--- config.mk ---
export PLATFORM = sky130hd
export DESIGN_NAME = sixty_down_flat
export DESIGN_NICKNAME = d
export VERILOG_FILES = /design/src/rtl/sixty_pkg.sv /design/src/rtl/sixty_down_if.sv /design/src/rtl/bcd_down_digit.sv /design/src/rtl/sixty_down.sv /design/src/flat_wrapper.sv
export SDC_FILE = /design/constraint.sdc
export NUM_CORES = 1
export LEC_CHECK = 0
export BUFFER_PORTS_ARGS = -buffer_cell sky130_fd_sc_hd__buf_4
export CAP_MARGIN = 30
export CELL_PAD_IN_SITES_DETAIL_PLACEMENT = 0
export CELL_PAD_IN_SITES_GLOBAL_PLACEMENT = 2
export CORE_ASPECT_RATIO = 1.25
export CORE_MARGIN = 2
export CORE_UTILIZATION = 25
export DETAILED_ROUTE_END_ITERATION = 8
export PLACE_DENSITY = 0.77
export SLEW_MARGIN = 0
export SYNTH_ARGS = -nofsm -noshare
export SYNTH_HDL_FRONTEND = slang
export SYNTH_SLANG_ARGS = --single-unit
--- constraint.sdc ---
create_clock -name clk -period 3 [get_ports clk]
set_input_delay 0.6 -clock clk [delete_from_list [all_inputs] [get_ports clk]]
set_output_delay 0.6 -clock clk [all_outputs]
set_load 0.01 [all_outputs]
--- src/rtl/sixty_pkg.sv ---
// sixty_pkg: shared definitions for the sixty timer counters.
// Holds the run-state encoding, BCD digit widths and per-digit maxima used
// by both the up-counter chain and the sixty_down down-counter.
package sixty_pkg;

  typedef enum logic [1:0] {
    ST_IDLE   = 2'd0,
    ST_RUN    = 2'd1,
    ST_PAUSED = 2'd2,
    ST_DONE   = 2'd3
  } state_t;

  localparam int TENS_W = 3;
  localparam int ONES_W = 4;

  localparam logic [TENS_W-1:0] TENS_MAX = 3'd5;
  localparam logic [ONES_W-1:0] ONES_MAX = 4'd9;

endpackage

--- src/rtl/sixty_down_if.sv ---
// sixty_down_if: control/preset/status bundle of the sixty_down counter.
//   master: drives load, load_tens, load_ones, start, pause, tick;
//           observes tens, ones, borrow, done, busy.
//   slave : the counter side (opposite directions).
interface sixty_down_if;
  import sixty_pkg::*;

  logic              load;
  logic [TENS_W-1:0] load_tens;
  logic [ONES_W-1:0] load_ones;
  logic              start;
  logic              pause;
  logic              tick;
  logic [TENS_W-1:0] tens;
  logic [ONES_W-1:0] ones;
  logic              borrow;
  logic              done;
  logic              busy;

  modport master (
    output load, load_tens, load_ones, start, pause, tick,
    input  tens, ones, borrow, done, busy
  );

  modport slave (
    input  load, load_tens, load_ones, start, pause, tick,
    output tens, ones, borrow, done, busy
  );

endinterface

--- src/rtl/bcd_down_digit.sv ---
// bcd_down_digit: one BCD digit that loads a (saturated) preset and counts
// down, wrapping 0 -> MAX.
//   clk, rst   : clock, synchronous active-high reset (digit -> 0)
//   i_ld       : load i_ld_val, clamped to MAX (wins over i_en)
//   i_en       : decrement this cycle
//   o_digit    : registered digit
//   o_zero     : combinational (o_digit == 0), used to borrow from the next digit
module bcd_down_digit #(
  parameter int             W   = 4,
  parameter logic [W-1:0]   MAX = W'(9)
) (
  input  logic         clk,
  input  logic         rst,
  input  logic         i_en,
  input  logic         i_ld,
  input  logic [W-1:0] i_ld_val,
  output logic [W-1:0] o_digit,
  output logic         o_zero
);

  logic [W-1:0] r_digit;

  always_ff @(posedge clk) begin
    if (rst)       r_digit <= '0;
    else if (i_ld) r_digit <= (i_ld_val > MAX) ? MAX : i_ld_val;
    else if (i_en) r_digit <= (r_digit == '0) ? MAX : r_digit - 1'b1;
  end

  assign o_digit = r_digit;
  assign o_zero  = (r_digit == '0);

endmodule

--- src/rtl/sixty_down.sv ---
// sixty_down: two-digit BCD down-counter (59..00) with preset load,
// start/pause control and borrow/expiry reporting.
//   WRAP    : 1 = reload 59 after 00 and keep running; 0 = stop in DONE
//   clk     : clock, rising edge
//   rst     : synchronous active-high reset
//   bus     : sixty_down_if.slave (load/preset/start/pause/tick in,
//             tens/ones/borrow/done/busy out, all outputs registered)
module sixty_down
  import sixty_pkg::*;
#(
  parameter bit WRAP = 1'b0
) (
  input  logic         clk,
  input  logic         rst,
  sixty_down_if.slave  bus
);

  state_t r_state, w_state_nxt;
  logic   r_borrow, r_done, r_busy;
  logic   w_borrow_nxt;
  logic   w_ones_zero, w_tens_zero, w_all_zero;
  logic   w_run_tick, w_dec;

  assign w_all_zero = w_ones_zero & w_tens_zero;

  // A tick counts only in RUN and only when neither load nor pause claims
  // the cycle; start in RUN is a no-op so it does not block the tick.
  assign w_run_tick = (r_state == ST_RUN) & bus.tick & ~bus.load & ~bus.pause;

  // At 00 the digits wrap to 59 by themselves; without WRAP they must hold.
  assign w_dec = w_run_tick & (WRAP | ~w_all_zero);

  bcd_down_digit #(.W(ONES_W), .MAX(ONES_MAX)) u_ones (
    .clk      (clk),
    .rst      (rst),
    .i_en     (w_dec),
    .i_ld     (bus.load),
    .i_ld_val (bus.load_ones),
    .o_digit  (bus.ones),
    .o_zero   (w_ones_zero)
  );

  bcd_down_digit #(.W(TENS_W), .MAX(TENS_MAX)) u_tens (
    .clk      (clk),
    .rst      (rst),
    .i_en     (w_dec & w_ones_zero),
    .i_ld     (bus.load),
    .i_ld_val (bus.load_tens),
    .o_digit  (bus.tens),
    .o_zero   (w_tens_zero)
  );

  always_comb begin
    w_state_nxt  = r_state;
    w_borrow_nxt = 1'b0;
    if (bus.load) begin
      w_state_nxt = ST_IDLE;
    end else if (bus.pause && r_state == ST_RUN) begin
      w_state_nxt = ST_PAUSED;
    end else if (bus.start && (r_state == ST_IDLE || r_state == ST_PAUSED)) begin
      w_state_nxt = ST_RUN;
    end else if (w_run_tick && w_all_zero) begin
      w_borrow_nxt = 1'b1;
      if (!WRAP) w_state_nxt = ST_DONE;
    end
  end

  // done/busy are flopped from the next state so they move with r_state.
  always_ff @(posedge clk) begin
    if (rst) begin
      r_state  <= ST_IDLE;
      r_borrow <= 1'b0;
      r_done   <= 1'b0;
      r_busy   <= 1'b0;
    end else begin
      r_state  <= w_state_nxt;
      r_borrow <= w_borrow_nxt;
      r_done   <= (w_state_nxt == ST_DONE);
      r_busy   <= (w_state_nxt == ST_RUN);
    end
  end

  assign bus.borrow = r_borrow;
  assign bus.done   = r_done;
  assign bus.busy   = r_busy;

endmodule

--- src/flat_wrapper.sv ---
// flat-port wrapper written by rule: the top's interface ports become plain ports
module sixty_down_flat import sixty_pkg::*;
#(
  parameter bit WRAP = 1'b0
)
  (clk, rst, bus_load, bus_load_tens, bus_load_ones, bus_start, bus_pause, bus_tick, bus_tens, bus_ones, bus_borrow, bus_done, bus_busy);
  sixty_down_if bus_i ();
  input  logic clk;
  input  logic rst;
  input wire logic [$bits(bus_i.load)-1:0] bus_load;
  input wire logic [$bits(bus_i.load_tens)-1:0] bus_load_tens;
  input wire logic [$bits(bus_i.load_ones)-1:0] bus_load_ones;
  input wire logic [$bits(bus_i.start)-1:0] bus_start;
  input wire logic [$bits(bus_i.pause)-1:0] bus_pause;
  input wire logic [$bits(bus_i.tick)-1:0] bus_tick;
  output wire logic [$bits(bus_i.tens)-1:0] bus_tens;
  output wire logic [$bits(bus_i.ones)-1:0] bus_ones;
  output wire logic [$bits(bus_i.borrow)-1:0] bus_borrow;
  output wire logic [$bits(bus_i.done)-1:0] bus_done;
  output wire logic [$bits(bus_i.busy)-1:0] bus_busy;
  assign bus_i.load = bus_load;
  assign bus_i.load_tens = bus_load_tens;
  assign bus_i.load_ones = bus_load_ones;
  assign bus_i.start = bus_start;
  assign bus_i.pause = bus_pause;
  assign bus_i.tick = bus_tick;
  assign bus_tens = bus_i.tens;
  assign bus_ones = bus_i.ones;
  assign bus_borrow = bus_i.borrow;
  assign bus_done = bus_i.done;
  assign bus_busy = bus_i.busy;
  sixty_down #(.WRAP(WRAP)) u_core (.clk(clk), .rst(rst), .bus(bus_i));
endmodule
==> out/metrics.cfg, run 1 <==
[outcome]
status = finished, final reports clean

[yosys]
avgSynthCellArea_um2 = 9.03
synth_top_area_frac = 0.386
synth.distinct_cells = 35
synth_edf_count = 0
ys_seq_area_frac = 0.386
async_reset_ff_frac = 0
syn_inst = 69
synth_top_area_cell = dfxtp_1
ys_seq_elements = 12
ys.flop_type = dfxtp_1
yosys-top-cells-area = dfxtp_1, a21oi_1, nor4b_4, nor2_1, nor4_4
synth.cell_area_um2 = 623
syn-num-nets = 82
ys_warn_count = 0

[power_and_ir_drop]
vdd_drop_max_mv = 0.142
power.density_nw_per_um2 = 439
power.leakage_nw = 0.346

[timing]
hold_viol_final = 0
max_freq_ghz = 0.539
tightest_slew_ns = 0.482
period_share = 0.618
fin_skew_ns = 0.00423
setup_tns_ns = 0
drv_slew = 0
finalCriticalPeriod_ns = 1.85
rsz0062_at_grt = no
setup_violations = 0
slew-limit-headroom = 0.677

[final_layout]
most-common-layout-cells = buf_4, dfxtp_1, nor2_1, a21oi_1
drive_above_1_share = 0.352
antenna_cells = 0
num-fill-cells = 265
area_growth_pct = 36.3
final_common_cell = buf_4
fin_nets = 105
fin_cells = 124

[critical_path]
end_kind = flip-flop
path_max_fanout = 8
cp_data_arrival_time_ns = 2.07
crit_required_ns = 3.22
crit_type = input pin to flip-flop
r2r_slack_ns = 1.24
critPathLaunchType = input pin

[placed_design]
routabilityCongestion = 0.685
place_hpwl_um = 1060
dp_cells = 120
io_buffers = 22

[route]
firstDrtPassIters = 3
dr_total_vias = 589
routedWlPerCell_um = 11.2
drtIter0Drc = 20
viasPerCell = 4.75
final_antenna_net_count = 0
route.detailed.drc = 0
routed_wl_um = 1380

[clocking]
post_cts_resized = 0
cts_setup_buffers = 0
clkSinkCount = 12
clk_latency_ns = 0.28
cts_hold_buf = 0
clkTransAtPathRegs_ns = 0.08
clockBufferDepth = 2
cts_tree = built
cts-root-buf = clkbuf_4
numCtsBuffers = 3
htreeDepth = 1

[floorplanning]
fp.coreArea_um2 = 2400
fp.dieW_um = 48.7
ioPinCount = 23
die_area_um2 = 2910
start_util = 0.259
rows = 20
die_y_um = 59.8

[worst_hold_path]
min-delay-path-class = flip-flop to flip-flop

[global_routing]
grtUsageTotal = 0.104
grt_pass1_vias = 548
grt_pass1_wl_um = 2310
gr-total-overflow = 0
grt_max_degree = 19
antenna_found_initial = 0

[job]
drv_cap = 0

-- cell families (layout without fill, tap and decap cells) --
| group | count (synthesis) | in the layout | share of synthesized area |
|---|---|---|---|
| AO/OA/AOI/OAI | 22 | 22 | 0.241 |
| buffers and inverters | 8 | 30 | 0.0502 |
| multiplexers | 1 | 1 | 0.0161 |
| flip-flops | 12 | 12 | 0.386 |
| XOR/XNOR | 1 | 1 | 0.0141 |
| AND/OR/NAND/NOR | 25 | 25 | 0.293 |
-- critical path: stages --
cell	delay, ns
buf_4	0.11
nand4bb_1	0.48
or4_1	0.60
a21o_1	0.17
a21oi_1	0.11
-- registers in the layout, summed over array words and instances, names as in the netlist --
name                   flops
u_core.bus.busy            1
u_core.u_ones.o_digit      4
u_core.r_state             2
u_core.u_tens.o_digit      3
u_core.bus.borrow          1
u_core.bus.done            1
-- metal layers --
layer | global-route usage | up-vias | share of wire
li1 | - | 296 | -
met1 | 0.116 | 277 | 0.41
met2 | 0.180 | 12 | 0.54
met3 | 0.0150 | 4 | 0.033
met4 | 0.0857 | 0 | 0.020
met5 | 0 | - | 0
-- final timing paths --
check / start / to / cells past startpoint
worst min register to register: u_core.r_state[0] / u_core.r_state[1] / 2
worst min-delay path: u_core.r_state[0] / u_core.r_state[1] / 2
worst max-delay path: bus_pause / u_core.u_ones.o_digit[1] / 5
worst max register to register: u_core.r_state[1] / u_core.u_ones.o_digit[1] / 4
-- cells in the mapped netlist (2+ instances only) --
master / number
inv_1: 4
nand2_1: 4
clkbuf_1: 3
o21a_1: 2
dfxtp_1: 12
a21oi_1: 6
o21ai_0: 2
and2_1: 2
nor2_1: 6
nand2b_1: 3
-- through the flow --
stage | hold slack, ns | power (mW) | cell area [um2] | utilization | setup slack [ns]
after floorplan | 0.492 | 0.216 | 623 | - | 1.29
after global placement | 0.537 | 0.246 | 813 | 0.339 | 0.897
after detailed placement | 0.532 | 0.246 | 813 | 0.339 | 0.854
after CTS | 0.544 | 0.380 | 850 | 0.354 | 1.16
after global routing | 0.550 | 0.395 | 850 | 0.354 | 1.07
final | 0.534 | 0.373 | 850 | 0.354 | 1.15
-- final cells by class --
class                   instances  area [um2]  share of cell area
flip-flops and latches         12         240               0.283
repair buffers                 22         165               0.194
well taps                      33        41.3              0.0486
clock buffers                   4        36.3              0.0427
multi-input cells              49         352               0.414
inverters                       4        15.0              0.0177
-- power breakdown --
part | switching (mW) | internal [mW] | total, mW | leakage (nW)
clock | 0.0580 | 0.0739 | 0.132 | 0.0210
sequential | 0.00861 | 0.167 | 0.175 | 0.0985
combinational | 0.0311 | 0.0348 | 0.0659 | 0.226
total | 0.0977 | 0.275 | 0.373 | 0.346
Power figures use the tool's default switching activity.
==> run 2, diff against run 1 <==
Settings changed: CORE_UTILIZATION 25 to 24.
Clock period 3 ns to 1.67 ns, I/O delays scaled along.
==> run 2 against run 1 <==
  * Cell count grew 3.2%
  * Total power grew 81%
  * Sequential share of layout area shrank 0.86 points
  * Worst setup slack lost 1.1 ns
  * Critical path type is now flip-flop to flip-flop
  * Clock skew grew 0.0013 ns
  * Clock power grew 76%
  * Via count grew 4.8%
  * Core utilization grew 0.55 points
  * Critical path depth shrank 1
  * Design area grew 3.7%
  * Die area grew 3.9%
==> out/metrics.cfg, run 2 (synthesized netlist as in run 1, its figures left out) <==
[outcome]
status = finished, final reports clean

[critical_path]
crit_type = flip-flop to flip-flop
crit_chain = or4_4 -> nor4b_4 -> xor2_1 -> o21a_1
end_kind = flip-flop
critPathLaunchType = flip-flop
path_buf_inv = 0
crit_required_ns = 1.84
max_stage_delay_ns = 0.59
cp_data_arrival_time_ns = 1.76
critPathTopFamily = simple AND/OR/NAND/NOR gates
path_max_fanout = 4
cp_slowest_cell = or4_4

[clocking]
clkSinkCount = 12
cts_tree = built
cts-root-buf = clkbuf_4
clockBufferDepth = 2
clk_latency_ns = 0.27
numCtsBuffers = 3
clkTransAtPathRegs_ns = 0.08
htreeDepth = 1

[timing]
max_freq_ghz = 0.628
tightest_slew_ns = 0.292
hold_viol_final = 0
finalCriticalPeriod_ns = 1.59
setup_tns_ns = 0
hold_slack_ns = 0.290
fin_skew_ns = 0.00558
setup_violations = 0
drv_slew = 0
rsz0062_at_grt = no
slew-limit-headroom = 0.804
period_share = 0.954

[final_layout]
post-route-util = 0.359
fin_area_um2 = 881
antenna_cells = 0
drive_above_1_share = 0.389
largest_reg_flops = 4
most-common-layout-cells = buf_4, dfxtp_1, nor2_1, a21oi_1
fin_nets = 109
final_common_cell = buf_4
area_growth_pct = 41.4

[worst_hold_path]
min-delay-path-class = input pin to flip-flop

[route]
viasPerCell = 4.82
routedWlPerCell_um = 11.3
route.detailed.drc = 0
firstDrtPassIters = 2
drtIter0Drc = 3
final_antenna_net_count = 0
routed_wl_um = 1450
dr_total_vias = 617

[job]
drv_cap = 0

[floorplanning]
start_util = 0.254
ioPinCount = 23
die_y_um = 61.0
die_area_um2 = 3020
fp.dieW_um = 49.6
rows = 20
fp.coreArea_um2 = 2450

[placed_design]
io_buffers = 22
routabilityCongestion = 0.758
place_hpwl_um = 1140
placed_cell_area_um2 = 843

[power_and_ir_drop]
power.density_nw_per_um2 = 765
vdd_drop_max_mv = 0.246
power.leakage_nw = 0.365

[global_routing]
grt_max_degree = 19
grt_pass1_wl_um = 2770
grtUsageTotal = 0.120
antenna_found_initial = 0
gr-total-overflow = 0
grt_pass1_vias = 641

[run 2: cell count changes in the layout (fill, tap and decap cells not counted)]
cell / delta
dfxtp_2: +1
dfxtp_1: -1
buf_4: +4
[run 2: final cells by class]
type / instances / area, um2
Timing Repair Buffer: 26 / 195
Fill cell: 268 / 1570
Multi-Input combinational cell: 49 / 352
Clock buffer: 4 / 36.3
Sequential cell: 12 / 241
Inverter: 4 / 15.0
Tap cell: 33 / 41.3
[run 2: final timing paths]
kind                                          startpoint                  endpoint  slack (ns)  cells after the start
worst max-delay path            u_core.u_ones.o_digit[3]  u_core.u_tens.o_digit[0]        0.08                      4
worst max register to register  u_core.u_ones.o_digit[3]  u_core.u_tens.o_digit[0]        0.08                      4
worst min-delay path                                 rst  u_core.u_tens.o_digit[2]        0.29                      2
worst min register to register  u_core.u_ones.o_digit[2]  u_core.u_ones.o_digit[2]        0.52                      2
[run 2: timing repair]
action / in CTS / in global routing
gates resized for setup: 0 / 1
buffers inserted: 0 / 0
hold buffers: 0 / 0
endpoints found under the setup margin: 0 / 2
[run 2: metal layers]
layer / global-route usage / wire length, um
met5: 0 / 0
met1: 0.139 / 657
met3: 0.00985 / 44
met2: 0.208 / 696
met4: 0.0952 / 53
[run 2: stage by stage]
step                setup WS (ns)  std cells  power (mW)
floorplan                  0.0857         69       0.388
global placement          0.00972        124       0.449
detailed placement         0.0379        124       0.449
CTS                        0.0536        128       0.686
global route              0.00617        128       0.720
finish                     0.0774        128       0.674
[run 2: where the power goes]
group	switching, mW	total [mW]	internal (mW)
sequential	0.0122	0.312	0.300
clock	0.0995	0.232	0.132
combinational	0.0614	0.130	0.0683
==> run 3, diff against run 2 <==
Settings changed: BUFFER_PORTS_ARGS -buffer_cell sky130_fd_sc_hd__buf_4 to -buffer_cell sky130_fd_sc_hd__buf_2, CAP_MARGIN 30 to default.
==> run 3 against run 2 <==
  * Critical path type unchanged
  * Worst hold slack gained 0.033 ns
  * Routed wire length is essentially flat
  * Global-route usage shrank 1.5 points
  * Clock power shrank 27%
  * Die area is the same
  * Register-to-register slack gained 0.02 ns
  * Critical path depth is the same
==> out/metrics.cfg, run 3 (synthesized netlist as in run 1, its figures left out) <==
[outcome]
status = finished, final reports clean

[critical_path]
r2r_start = u_core.u_ones.o_digit[2]
r2r_end = u_core.u_ones.o_digit[0]
rr_worst_depth = 4
path_buf_inv = 0
crit_chain = or4_4 -> or2_0 -> a211oi_2 -> a311oi_1
cp_data_arrival_time_ns = 1.71
crit_type = flip-flop to flip-flop
max_stage_delay_ns = 0.57
crit_end = u_core.u_ones.o_digit[0]
crit_required_ns = 1.80
r2r_slack_ns = 0.1
cp-startpoint = u_core.u_ones.o_digit[2]
path_max_fanout = 5
end_kind = flip-flop
cp.depth = 4
critPathTopFamily = simple AND/OR/NAND/NOR gates
cp_slowest_cell = or4_4
critPathLaunchType = flip-flop

[timing]
hold_slack_ns = 0.323
hold_viol_final = 0
fin_skew_ns = 0.00669
period_share = 0.943
setup_violations = 0
drv_slew = 0
max_freq_ghz = 0.635
finalCriticalPeriod_ns = 1.57
tightest_slew_ns = 0.390
rsz0062_at_grt = no
slew-limit-headroom = 0.740

[final_layout]
area_growth_pct = 32.3
antenna_cells = 0
num-fill-cells = 301
multi_input_area_um2 = 357
most-common-layout-cells = buf_2, dfxtp_1, nor2_1, a21oi_1, buf_4
post-route-util = 0.336
final_common_cell = buf_2
fin_nets = 110
drive_above_1_share = 0.400
largest_reg_flops = 4
final-seq-area_um2 = 241

[power_and_ir_drop]
power.density_nw_per_um2 = 726
total_power_uw = 599
vdd_drop_max_mv = 0.297
power.leakage_nw = 0.352

[floorplanning]
fp.dieW_um = 49.6
rows = 20
ioPinCount = 23
die_area_um2 = 3020
start_util = 0.254
fp.coreArea_um2 = 2450
die_y_um = 61.0

[route]
routedWlPerCell_um = 11.3
routed_wl_um = 1450
final_antenna_net_count = 0
firstDrtPassIters = 4
dr_total_vias = 618
viasPerCell = 4.83
drtIter0Drc = 18
route.detailed.drc = 0

[clocking]
cts_tree = built
htreeDepth = 1
clkTransAtPathRegs_ns = 0.07
cts-root-buf = clkbuf_4
clk_latency_ns = 0.27
numCtsBuffers = 3
cts_hold_buf = 0
clockBufferDepth = 2
clkSinkCount = 12

[placed_design]
place_hpwl_um = 1140
routabilityCongestion = 0.790
io_buffers = 22

[global_routing]
gr-total-overflow = 0
grt_max_degree = 19
antenna_found_initial = 0
grtUsageTotal = 0.105
grt_pass1_wl_um = 2370
grt_pass1_vias = 548

[worst_hold_path]
min-delay-path-class = input pin to flip-flop

[job]
drv_cap = 0

-- run 3: worst min-delay path by stage --
stage                                     endpoint  slack [ns]                      from  cells past startpoint
after floorplan           u_core.u_tens.o_digit[2]        0.48          bus_load_tens[2]                      2
after global placement    u_core.u_ones.o_digit[2]        0.54  u_core.u_ones.o_digit[2]                      2
after detailed placement  u_core.u_ones.o_digit[2]        0.53  u_core.u_ones.o_digit[2]                      2
after CTS                 u_core.u_ones.o_digit[0]        0.32          bus_load_ones[0]                      3
after global routing      u_core.u_ones.o_digit[0]        0.32          bus_load_ones[0]                      3
final                     u_core.u_ones.o_digit[0]        0.32          bus_load_ones[0]                      3
-- run 3: through the flow --
| step | cells | setup WS, ns | cell area [um2] | TNS [ns] |
|---|---|---|---|---|
| 4_1_cts | 128 | 0.0283 | 823 | 0 |
| 2_1_floorplan | 69 | 0.0857 | 623 | 0 |
| 5_1_grt | 128 | 0.0119 | 825 | 0 |
| 6_report | 128 | 0.0952 | 825 | 0 |
| 3_3_place_gp | 125 | -0.00841 | 796 | -0.00841 |
| 3_5_place_dp | 125 | -0.00146 | 796 | -0.00146 |
-- run 3: power breakdown --
| part | internal (mW) | total [mW] | switching, mW |
|---|---|---|---|
| Sequential | 0.300 | 0.311 | 0.0110 |
| Combinational | 0.0559 | 0.119 | 0.0634 |
| Clock | 0.0833 | 0.169 | 0.0856 |
| Total | 0.439 | 0.599 | 0.160 |
-- run 3: final cells by class --
| type | instances | share of cell area |
|---|---|---|
| clock buffers | 3 | 0.0273 |
| inverters | 4 | 0.0182 |
| multi-input cells | 49 | 0.432 |
| flip-flops and latches | 12 | 0.293 |
| well taps | 33 | 0.0501 |
| repair buffers | 27 | 0.179 |
-- run 3: repair_timing --
item,4_1_cts,5_1_grt
setup endpoints to repair,1,2
pin swaps,0,1
buffers inserted,0,0
resized for setup,1,1
-- run 3: per-layer routing --
layer,track usage,vias up,routed length [um]
met3,0.0197,4,85
met1,0.120,285,635
met5,0,-,0
met4,0.0833,0,38
li1,-,307,-
met2,0.175,22,693
-- run 3: worst min-delay path, cell delays in order --
cell      delay (ns)
buf_2           0.09
inv_1           0.04
a311oi_1        0.07
